===== config.mk =====
export PLATFORM = sky130hd
export DESIGN_NAME = bcd_counter_nd
export DESIGN_NICKNAME = d
export VERILOG_FILES = /design/src/rtl/bcd_counter_nd.sv
export SDC_FILE = /design/constraint.sdc
export NUM_CORES = 1
export LEC_CHECK = 0
export ABC_AREA = 1
export CAP_MARGIN = 20
export CORE_MARGIN = 2
export CORE_UTILIZATION = 55
export DETAILED_ROUTE_END_ITERATION = 7
export PLACE_DENSITY = 0.86
export RECOVER_POWER = 25
export SYNTH_ARGS = -nofsm -noshare
export SYNTH_HDL_FRONTEND = slang
export SYNTH_SLANG_ARGS = --single-unit

===== constraint.sdc =====
create_clock -name clk -period 5.8 [get_ports clk]
set_clock_uncertainty 0.15 [all_clocks]
set_input_delay 1.74 -clock clk [delete_from_list [all_inputs] [get_ports clk]]
set_output_delay 1.74 -clock clk [all_outputs]
set_load 0.1 [all_outputs]

===== src/rtl/bcd_counter_nd.sv =====
// N-digit cascaded BCD counter with up/down mode, clamped parallel load,
// a registered wrap pulse and a registered all-zero flag.
module bcd_counter_nd #(
    parameter int unsigned DIGITS  = 4,
    parameter int unsigned TOP_MOD = 10
) (
    input  logic                  clk,
    input  logic                  rst,
    input  logic                  en,
    input  logic                  clr,
    input  logic                  up,
    input  logic                  load,
    input  logic [4*DIGITS-1:0]   load_val,
    output logic [4*DIGITS-1:0]   data,
    output logic                  t,
    output logic                  zero,
    output logic                  load_err
);

    localparam int unsigned W       = 4 * DIGITS;
    localparam logic [3:0]  TOP_MAX = 4'(TOP_MOD - 1);
    localparam logic [3:0]  LOW_MAX = 4'd9;

    logic [W-1:0] data_q, data_d;
    logic         t_q, t_d;
    logic         zero_q, zero_d;
    logic         load_err_q, load_err_d;

    // Per-digit scratch used while building the next value
    logic [3:0]   dig_c;
    logic [3:0]   max_c;
    logic         step_c;

    // Highest digit uses the configurable modulus, all others count 0..9
    function automatic logic [3:0] digit_max(input int unsigned k);
        return (k == DIGITS - 1) ? TOP_MAX : LOW_MAX;
    endfunction

    // Next-state: clr > load > en > hold (rst handled in the register)
    always_comb begin
        data_d     = data_q;
        t_d        = 1'b0;
        load_err_d = 1'b0;
        dig_c      = 4'd0;
        max_c      = 4'd0;
        step_c     = 1'b0;

        if (clr) begin
            data_d = '0;
        end else if (load) begin
            for (int unsigned k = 0; k < DIGITS; k++) begin
                dig_c = load_val[4*k +: 4];
                max_c = digit_max(k);
                if (dig_c > max_c) begin
                    dig_c      = max_c;
                    load_err_d = 1'b1;
                end
                data_d[4*k +: 4] = dig_c;
            end
        end else if (en) begin
            // step_c ripples upward while every lower digit sits at its wrap point
            step_c = 1'b1;
            for (int unsigned k = 0; k < DIGITS; k++) begin
                dig_c = data_q[4*k +: 4];
                max_c = digit_max(k);
                if (step_c) begin
                    if (up) begin
                        if (dig_c == max_c) begin
                            dig_c = 4'd0;
                        end else begin
                            dig_c  = dig_c + 4'd1;
                            step_c = 1'b0;
                        end
                    end else begin
                        if (dig_c == 4'd0) begin
                            dig_c = max_c;
                        end else begin
                            dig_c  = dig_c - 4'd1;
                            step_c = 1'b0;
                        end
                    end
                end
                data_d[4*k +: 4] = dig_c;
            end
            // Ripple surviving past the top digit means the whole counter wrapped
            t_d = step_c;
        end

        zero_d = (data_d == '0);
    end

    // State register with synchronous active-high reset
    always_ff @(posedge clk) begin
        if (rst) begin
            data_q     <= '0;
            t_q        <= 1'b0;
            zero_q     <= 1'b1;
            load_err_q <= 1'b0;
        end else begin
            data_q     <= data_d;
            t_q        <= t_d;
            zero_q     <= zero_d;
            load_err_q <= load_err_d;
        end
    end

    assign data     = data_q;
    assign t        = t_q;
    assign zero     = zero_q;
    assign load_err = load_err_q;

endmodule


After elaboration in Yosys (flattened, before gate mapping)
Index checks and enable logic that the tools add are counted.

Flip-flop bits (word level): 19. Bits in latches: 0. Bits in writable memories: 0. Bits in read-only memories: 0. Word-level logic and storage cells: 79. Memories kept: 0.

Add/sub/neg operators: 8. Multiply operators: 0. Divide/modulo/power cells: 0. Order comparisons: 4. Equality and inequality tests: 4. Shift-type cells: 0. Mux-type cells: 49. Bitwise operators: 3. Reduce and logical (&&, ||, !) cells: 7.

Operator list (number): two-way mux 4 bit (19); two-way mux 16 bit (3); two-way mux 1 bit (27); adder 4 x 1 -> 4 bit, second input constant (4); == test 4 bit, second input constant (4); greater-than comparator 4 bit, second input constant (4); logical NOT 16 bit (1); logical NOT 4 bit (4); subtractor 4 x 1 -> 4 bit, second input constant (4); OR reduction 5 bit (1); NOT 1 bit (3); OR reduction 3 bit (1).

Longest topological paths before layout
Gate-level depths: netlist of run 1.

Depth in word-level cells: 19. Depth in mapped cells: 16. Gate-level depth less buffers: 16.

Worst setup path before layout of run 1
Ideal clock, no wire load.

Path kind: input to register. Start point: in up. End point: reg zero_q (netlist: zero). Library setup time: 58 ps. Arrival: 2798 ps. Data required time: 5592 ps. Setup slack: 2793 ps. Stages: 13. Buffers on the path: 0. Cell sequence: inv_1 -> nand3_1 -> nand2_2 -> inv_2 -> nor2_8 -> nand3_1 -> nand2_1 -> nand2_1 -> nand3_2 -> nand2_1 -> nor2_1 -> nand3_1 -> nand2_1.

Word-level cells in the longest chain between the ends: 17. Elaborated cells between the ends (all ways): 25. Classes of those cells: 24 x mux; 1 x reduce/logical.

RTL lines: from (decl) (RTL line 11) `input logic up,`; two-way mux 1 bit (RTL line 67) `if (up) begin`; two-way mux 1 bit (RTL line 60) `end else if (en) begin`; two-way mux 1 bit (RTL line 50) `end else if (load) begin`; two-way mux 1 bit (RTL line 48) `if (clr) begin`; two-way mux 1 bit (RTL line 66) `if (step_c) begin`; two-way mux 1 bit (RTL line 60); two-way mux 1 bit (RTL line 50); two-way mux 1 bit (RTL line 48); two-way mux 1 bit (RTL line 66); two-way mux 1 bit (RTL line 60); two-way mux 1 bit (RTL line 50); two-way mux 1 bit (RTL line 48); two-way mux 4 bit (RTL line 66); two-way mux 16 bit * (RTL line 60); two-way mux 16 bit * (RTL line 50); two-way mux 16 bit * (RTL line 48); logical NOT 16 bit * (RTL line 89) `zero_d = (data_d == '0);`; to (signal assigned) (RTL line 102) `zero_q <= zero_d;`; to (decl) (RTL line 26) `logic zero_q, zero_d;`.

Mark *: on every way between the ends. The rest lies on a longest branch, timed or not. The select of a mux whose other input is x is not followed. A chain may end at the register's enable or synchronous reset.

Worst setup path in the final report of run 1
Start point: in load. End point: reg zero_q (netlist: zero).

Word-level cells in the longest chain between the ends: 3.

RTL lines: from (decl) (RTL line 12) `input logic load,`; two-way mux 16 bit (RTL line 50); two-way mux 16 bit (RTL line 48); logical NOT 16 bit (RTL line 89).

No other way between the ends.

==> results.toml, run 1 <==
[status]
outcome = "completed"

[routing]
met3WireLength_um = 367
wl_met1_um = 2340
drc = 0
met2WireLength_um = 2090
drt_iter0_drc = 288
routedWlPerCell_um = 12.0
ant_nets = 0
viasPerCell = 5.33
drt-total-wl_um = 4850
via_count = 2154
dr.pass1.iters = 5
top_layer = "met4"

[placed_design]
gp_congestion = 0.930
place.port_buffers = 40
placement.cell_area_um2 = 2270
hpwl_um = 3770
post-place-ws_ps = 1540

[timing]
tightest_slew_ps = 986
setup_slack_ps = 1450
timing.hold.ws_ps = 623
setup_tns_ps = 0
relSlewSlack_pct = 34.0
finalHoldViolations = 0
fmax_mhz = 230
setup_viol = 0
grt_setup_unrepaired = "no"
period_share_pct = 75.1
final_max_slew_viol_count = 0
period_minus_slack_ps = 4350

[global_route]
grt_pass1_wl_um = 8560
grt_pass1_vias = 1846
antenna_found_initial = 0
grt_overflow_total = 0
grt.total_usage_pct = 26.3
grt_max_degree = 19

[setup_path]
cp.required_ps = 5910
critPathLaunch = "load"
arrival_ps = 4460
timing.rr.start = "data[0]"
worstSetupPathType = "in2reg"
critical_path.max_fanout = 18
critPathCaptureType = "flip-flop"
setup.worst_path.start_class = "input pin"

[cts]
post_cts_buffers = 0
cts_buffer_depth = 2
cts_tree = "yes"
clkSlewWorstSetupHoldPaths_ps = 120
cts_root_buf = "clkbuf_4"
hold_buffers = 0
cts.repair.resized = 0
htreeDepth = 1
clock_latency_ps = 290
clock-sinks = 19
cts_buffers = 3

[logic_synthesis]
synth_area_um2 = 1870
synth.distinct_cells = 31
netlist_instances = 325
syn-num-nets = 359
synth_seq_cells = 19
syn_avg_cell_area_um2 = 5.76
yosysSeqAreaShare_pct = 20.3
yosysWarnings = 0

[layout]
layout_commonest_cell = "nand2_1"
nFillCells = 320
final_area_um2 = 2300
area_growth_pct = 22.6
layout_common_cells = "nand2_1 (100), nor2_1 (48), nand3_1 (40), clkdlybuf4s50_1 (33), inv_1 (26)"
nets = 393
post-route-util_pct = 69.4
antenna_cells = 0
drive_gt1_share_pct = 4.75

[pwr]
irDropWorstVdd_mv = 0.143
power.density_nw_per_um2 = 166
cellLeakagePower_nw = 1.10

[floorplan]
die_w_um = 62.4
die_h_um = 62.4
rows = 21
start_util_pct = 56.6
io_pins = 41
die_area_um2 = 3890
fp.coreArea_um2 = 3310

[flow_run]
drv_cap = 0

[min_path]
hp-start = "data[11]"
min_path_type = "reg2reg"
## power by group
part,internal (mW),switching [mW],total [mW]
combinational,0.0534,0.112,0.165
clock,0.0257,0.0424,0.0681
sequential,0.136,0.0104,0.147
total,0.216,0.165,0.380
## metrics by stage
| stage | instances | power, mW |
|---|---|---|
| floorplan | 325 | 0.272 |
| global placement | 400 | 0.313 |
| detailed placement | 400 | 0.315 |
| CTS | 404 | 0.381 |
| global route | 404 | 0.406 |
| finish | 404 | 0.380 |
## layer usage
metal	global-route usage [%]	vias to the layer above
li1	-	1121
met1	39.8	919
met2	40.1	106
met3	2.17	8
met4	6.67	0
met5	0	-
## worst paths after layout
check	slack, ps	cells past startpoint	end
setup reg to reg	3560	14	zero
hold reg to reg	620	4	data[11]
setup / recovery	1450	10	zero
hold / removal	620	4	data[11]
## sequential cells by signal (all words and copies together), names as in the netlist
name      count
zero          1
load_err      1
t             1
data         16
## layout make-up
class	count	area [um2]	share of cell area [%]
flip-flops and latches	19	380	16.6
multi-input cells	262	1310	56.9
inverters	32	120	5.23
clock buffers	3	22.5	0.981
repair buffers	41	404	17.6
clock inverters	1	5.00	0.218
well taps	46	57.6	2.51
## cells in the mapped netlist (all sizes together)
| master | count | area (um2) |
|---|---|---|
| nor2 | 50 | 211 |
| a31oi | 1 | 6.26 |
| o21ai | 14 | 70.1 |
| nand4 | 9 | 56.3 |
| o21a | 1 | 7.51 |
| nand3 | 44 | 248 |
| or2 | 1 | 6.26 |
| nand2 | 102 | 390 |
| nor3 | 3 | 15.0 |
| xor2 | 1 | 8.76 |
| clkbuf | 6 | 25.0 |
| clkinv | 2 | 7.51 |
| a2111oi | 1 | 8.76 |
| a311oi | 1 | 8.76 |
| buf | 6 | 38.8 |
| xnor2 | 1 | 8.76 |
| inv | 30 | 113 |
| ha | 12 | 150 |
| dfxtp | 19 | 380 |
| o211ai | 3 | 22.5 |
| a21oi | 18 | 90.1 |
## cells by family after synthesis
logic type	count (synthesis)	share of synthesized area (%)
compound gates	39	11.4
xor+xnor	2	0.935
fa+ha+maj	12	8.02
buf+inv	44	9.82
flops	19	20.3
simple gates	209	49.5
## worst max-delay path, stage by stage
cell	delay, ps
dlygate4sd3_1	530
clkbuf_1	620
clkinv_1	640
o21ai_0	400
nor2_1	90
nor2_1	90
nand2_1	60
nor2_1	130
nand3_1	90
nand2_1	60
Note: power is estimated with default switching activity, not from simulation.
==> run 2: changes to the inputs <==
--- a/config.mk
+++ b/config.mk
@@ -8,9 +8,9 @@
 export ABC_AREA = 1
 export CAP_MARGIN = 20
 export CORE_MARGIN = 2
-export CORE_UTILIZATION = 55
+export CORE_UTILIZATION = 51
 export DETAILED_ROUTE_END_ITERATION = 7
-export PLACE_DENSITY = 0.86
+export PLACE_DENSITY = 0.8
 export RECOVER_POWER = 25
 export SYNTH_ARGS = -nofsm -noshare
 export SYNTH_HDL_FRONTEND = slang
==> constraint.sdc (replaced) <==
create_clock -name clk -period 4.45 [get_ports clk]
set_clock_uncertainty 0.15 [all_clocks]
set_input_delay 1.335 -clock clk [delete_from_list [all_inputs] [get_ports clk]]
set_output_delay 1.335 -clock clk [all_outputs]
set_load 0.1 [all_outputs]
==> run 2 against run 1 <==
Net effect:
- critical path depth rose by 3
- sequential power rose by 30%
- worst hold slack got worse by 73 ps
- critical endpoint unchanged
- largest cell class unchanged
- largest power group unchanged
==> results.toml, run 2 (same netlist as run 1, synthesis figures left out) <==
[setup_path]
cp.required_ps = 4500
critPathMaxStageDelay_ps = 550
path_cells = "dlygate4sd3_1, inv_1, nand2_1, nand3_1, nor2_8, nand3_1, nand2_1, nand2_1, nand3_2, nand2_1, nor2_1, nand3_1, nand2_1"
critPathCaptureType = "flip-flop"
cpMostUsedCell = "nand2_1"
critPathLaunch = "up"
worstReg2RegEnd = "zero"
path_delay_family = "simple AND/OR/NAND/NOR gates"
arrival_ps = 3650
crit_end = "zero"
cp_slowest_cell = "dlygate4sd3_1"
r2r_slack_ps = 1980
critPathBufInv = 2
timing.rr.start = "data[1]"
rr_worst_depth = 14
worstSetupPathType = "in2reg"
setup.worst_path.start_class = "input pin"
crit_cells = 13
critical_path.max_fanout = 16

[pwr]
cellLeakagePower_nw = 1.10
switching_share_pct = 41.8
power_mw = 0.536
power.density_nw_per_um2 = 232
irDropWorstVdd_mv = 0.135
power.net_switching_mw = 0.224
seqPwrFrac_pct = 35.6
p_int_mw = 0.312
clkPwrFrac_pct = 24.0
share_comb_of_total_power_pct = 40.5

[timing]
setup_viol = 0
timing.hold.ws_ps = 550
finalHoldViolations = 0
grt_setup_unrepaired = "no"
period_share_pct = 80.9
relSlewSlack_pct = 33.6
fmax_mhz = 278
final_max_slew_viol_count = 0
period_minus_slack_ps = 3600
setup_tns_ps = 0
tightest_slew_ps = 992

[global_route]
grt_overflow_total = 0
grt.total_usage_pct = 25.2
grt_pass1_wl_um = 8480
grt_pass1_vias = 1937
grt_max_degree = 18
antenna_found_initial = 0

[routing]
via_count = 2180
routedWlPerCell_um = 11.8
drc = 0
viasPerCell = 5.36
drt-total-wl_um = 4820
drt_iter0_drc = 160
dr.pass1.iters = 5
ant_nets = 0

[floorplan]
rows = 22
io_pins = 41
start_util_pct = 51.9
die_h_um = 64.6
die_area_um2 = 4170
fp.coreArea_um2 = 3610
die_w_um = 64.6

[min_path]
min_path_type = "reg2reg"

[layout]
regArea_um2 = 380
drive_gt1_share_pct = 4.74
layout_commonest_cell = "nand2_1"
layout_common_cells = "nand2_1 (100), nor2_1 (48), nand3_1 (41), clkdlybuf4s50_1 (37), inv_1 (26)"
multi_input_area_um2 = 1290
nFillCells = 360
nets = 394
area_growth_pct = 23.6
final_area_um2 = 2310
largest_register_ffs = 16
antenna_cells = 0

[cts]
clock-sinks = 19
cts_buffer_depth = 2
cts_tree = "yes"
post_cts_buffers = 0
cts.repair.resized = 0
clkSlewWorstSetupHoldPaths_ps = 70
hold_buffers = 0
cts_buffers = 3
clock_latency_ps = 270
cts_root_buf = "clkbuf_8"
htreeDepth = 1

[placed_design]
placement.cell_area_um2 = 2280
place.port_buffers = 40
gp_congestion = 0.891
hpwl_um = 3700

[status]
outcome = "completed"

[flow_run]
drv_cap = 0
==> run 2: cell count changes in the layout (fill, tap and decap cells not counted), sizes merged <==
| cell | delta |
|---|---|
| dlygate4sd3 | -4 |
| clkinv | -1 |
| buf | +2 |
| clkdlybuf4s50 | +4 |
==> run 2: through the flow <==
step | worst slack (ps) | instances | utilization [%]
2_1_floorplan | 1830 | 325 | -
3_3_place_gp | 836 | 403 | 63.4
3_5_place_dp | 824 | 403 | 63.4
4_1_cts | 983 | 407 | 64.6
5_1_grt | 581 | 407 | 64.2
6_report | 849 | 407 | 64.2
==> run 2: power by group through the flow <==
stage | logic [mW] | clock network, mW | registers (mW)
2_1_floorplan | 0.109 | 0 | 0.246
3_3_place_gp | 0.216 | 0 | 0.195
3_5_place_dp | 0.217 | 0 | 0.194
4_1_cts | 0.218 | 0.129 | 0.190
5_1_grt | 0.238 | 0.140 | 0.193
6_report | 0.217 | 0.129 | 0.191
==> run 2: per-layer routing <==
layer / wire length, um / share of wire (%) / track usage (%) / vias to the layer above
li1: - / - / - / 1122
met1: 2110 / 44 / 33.1 / 950
met2: 2250 / 47 / 43.5 / 98
met3: 379 / 7.9 / 3.30 / 10
met4: 72 / 1.5 / 6.65 / 0
met5: 0 / 0 / 0 / -
==> run 2: worst min-delay path by stage <==
stage	from	endpoint	slack, ps	cells after the start
6_report	data[9]	data[9]	550	4
5_1_grt	data[9]	data[9]	620	4
4_1_cts	data[9]	data[9]	540	4
3_5_place_dp	data[9]	data[9]	530	4
3_3_place_gp	data[9]	data[9]	520	4
2_1_floorplan	data[9]	data[9]	920	4
==> run 2: tightest hold or removal path, cell delays in order, from the launching register on <==
cell     delay, ps
dfxtp_1        360
nand2_1         90
nand3_1         70
nand3_1         90
nor2_1          40
==> run 2: cell type report <==
type / count / area share (%)
sequential: 19 / 16.4
inverter: 32 / 5.19
tap: 48 / 2.59
multi-input combinational: 262 / 55.9
clock buffer: 4 / 1.95
timing repair buffer: 42 / 17.9
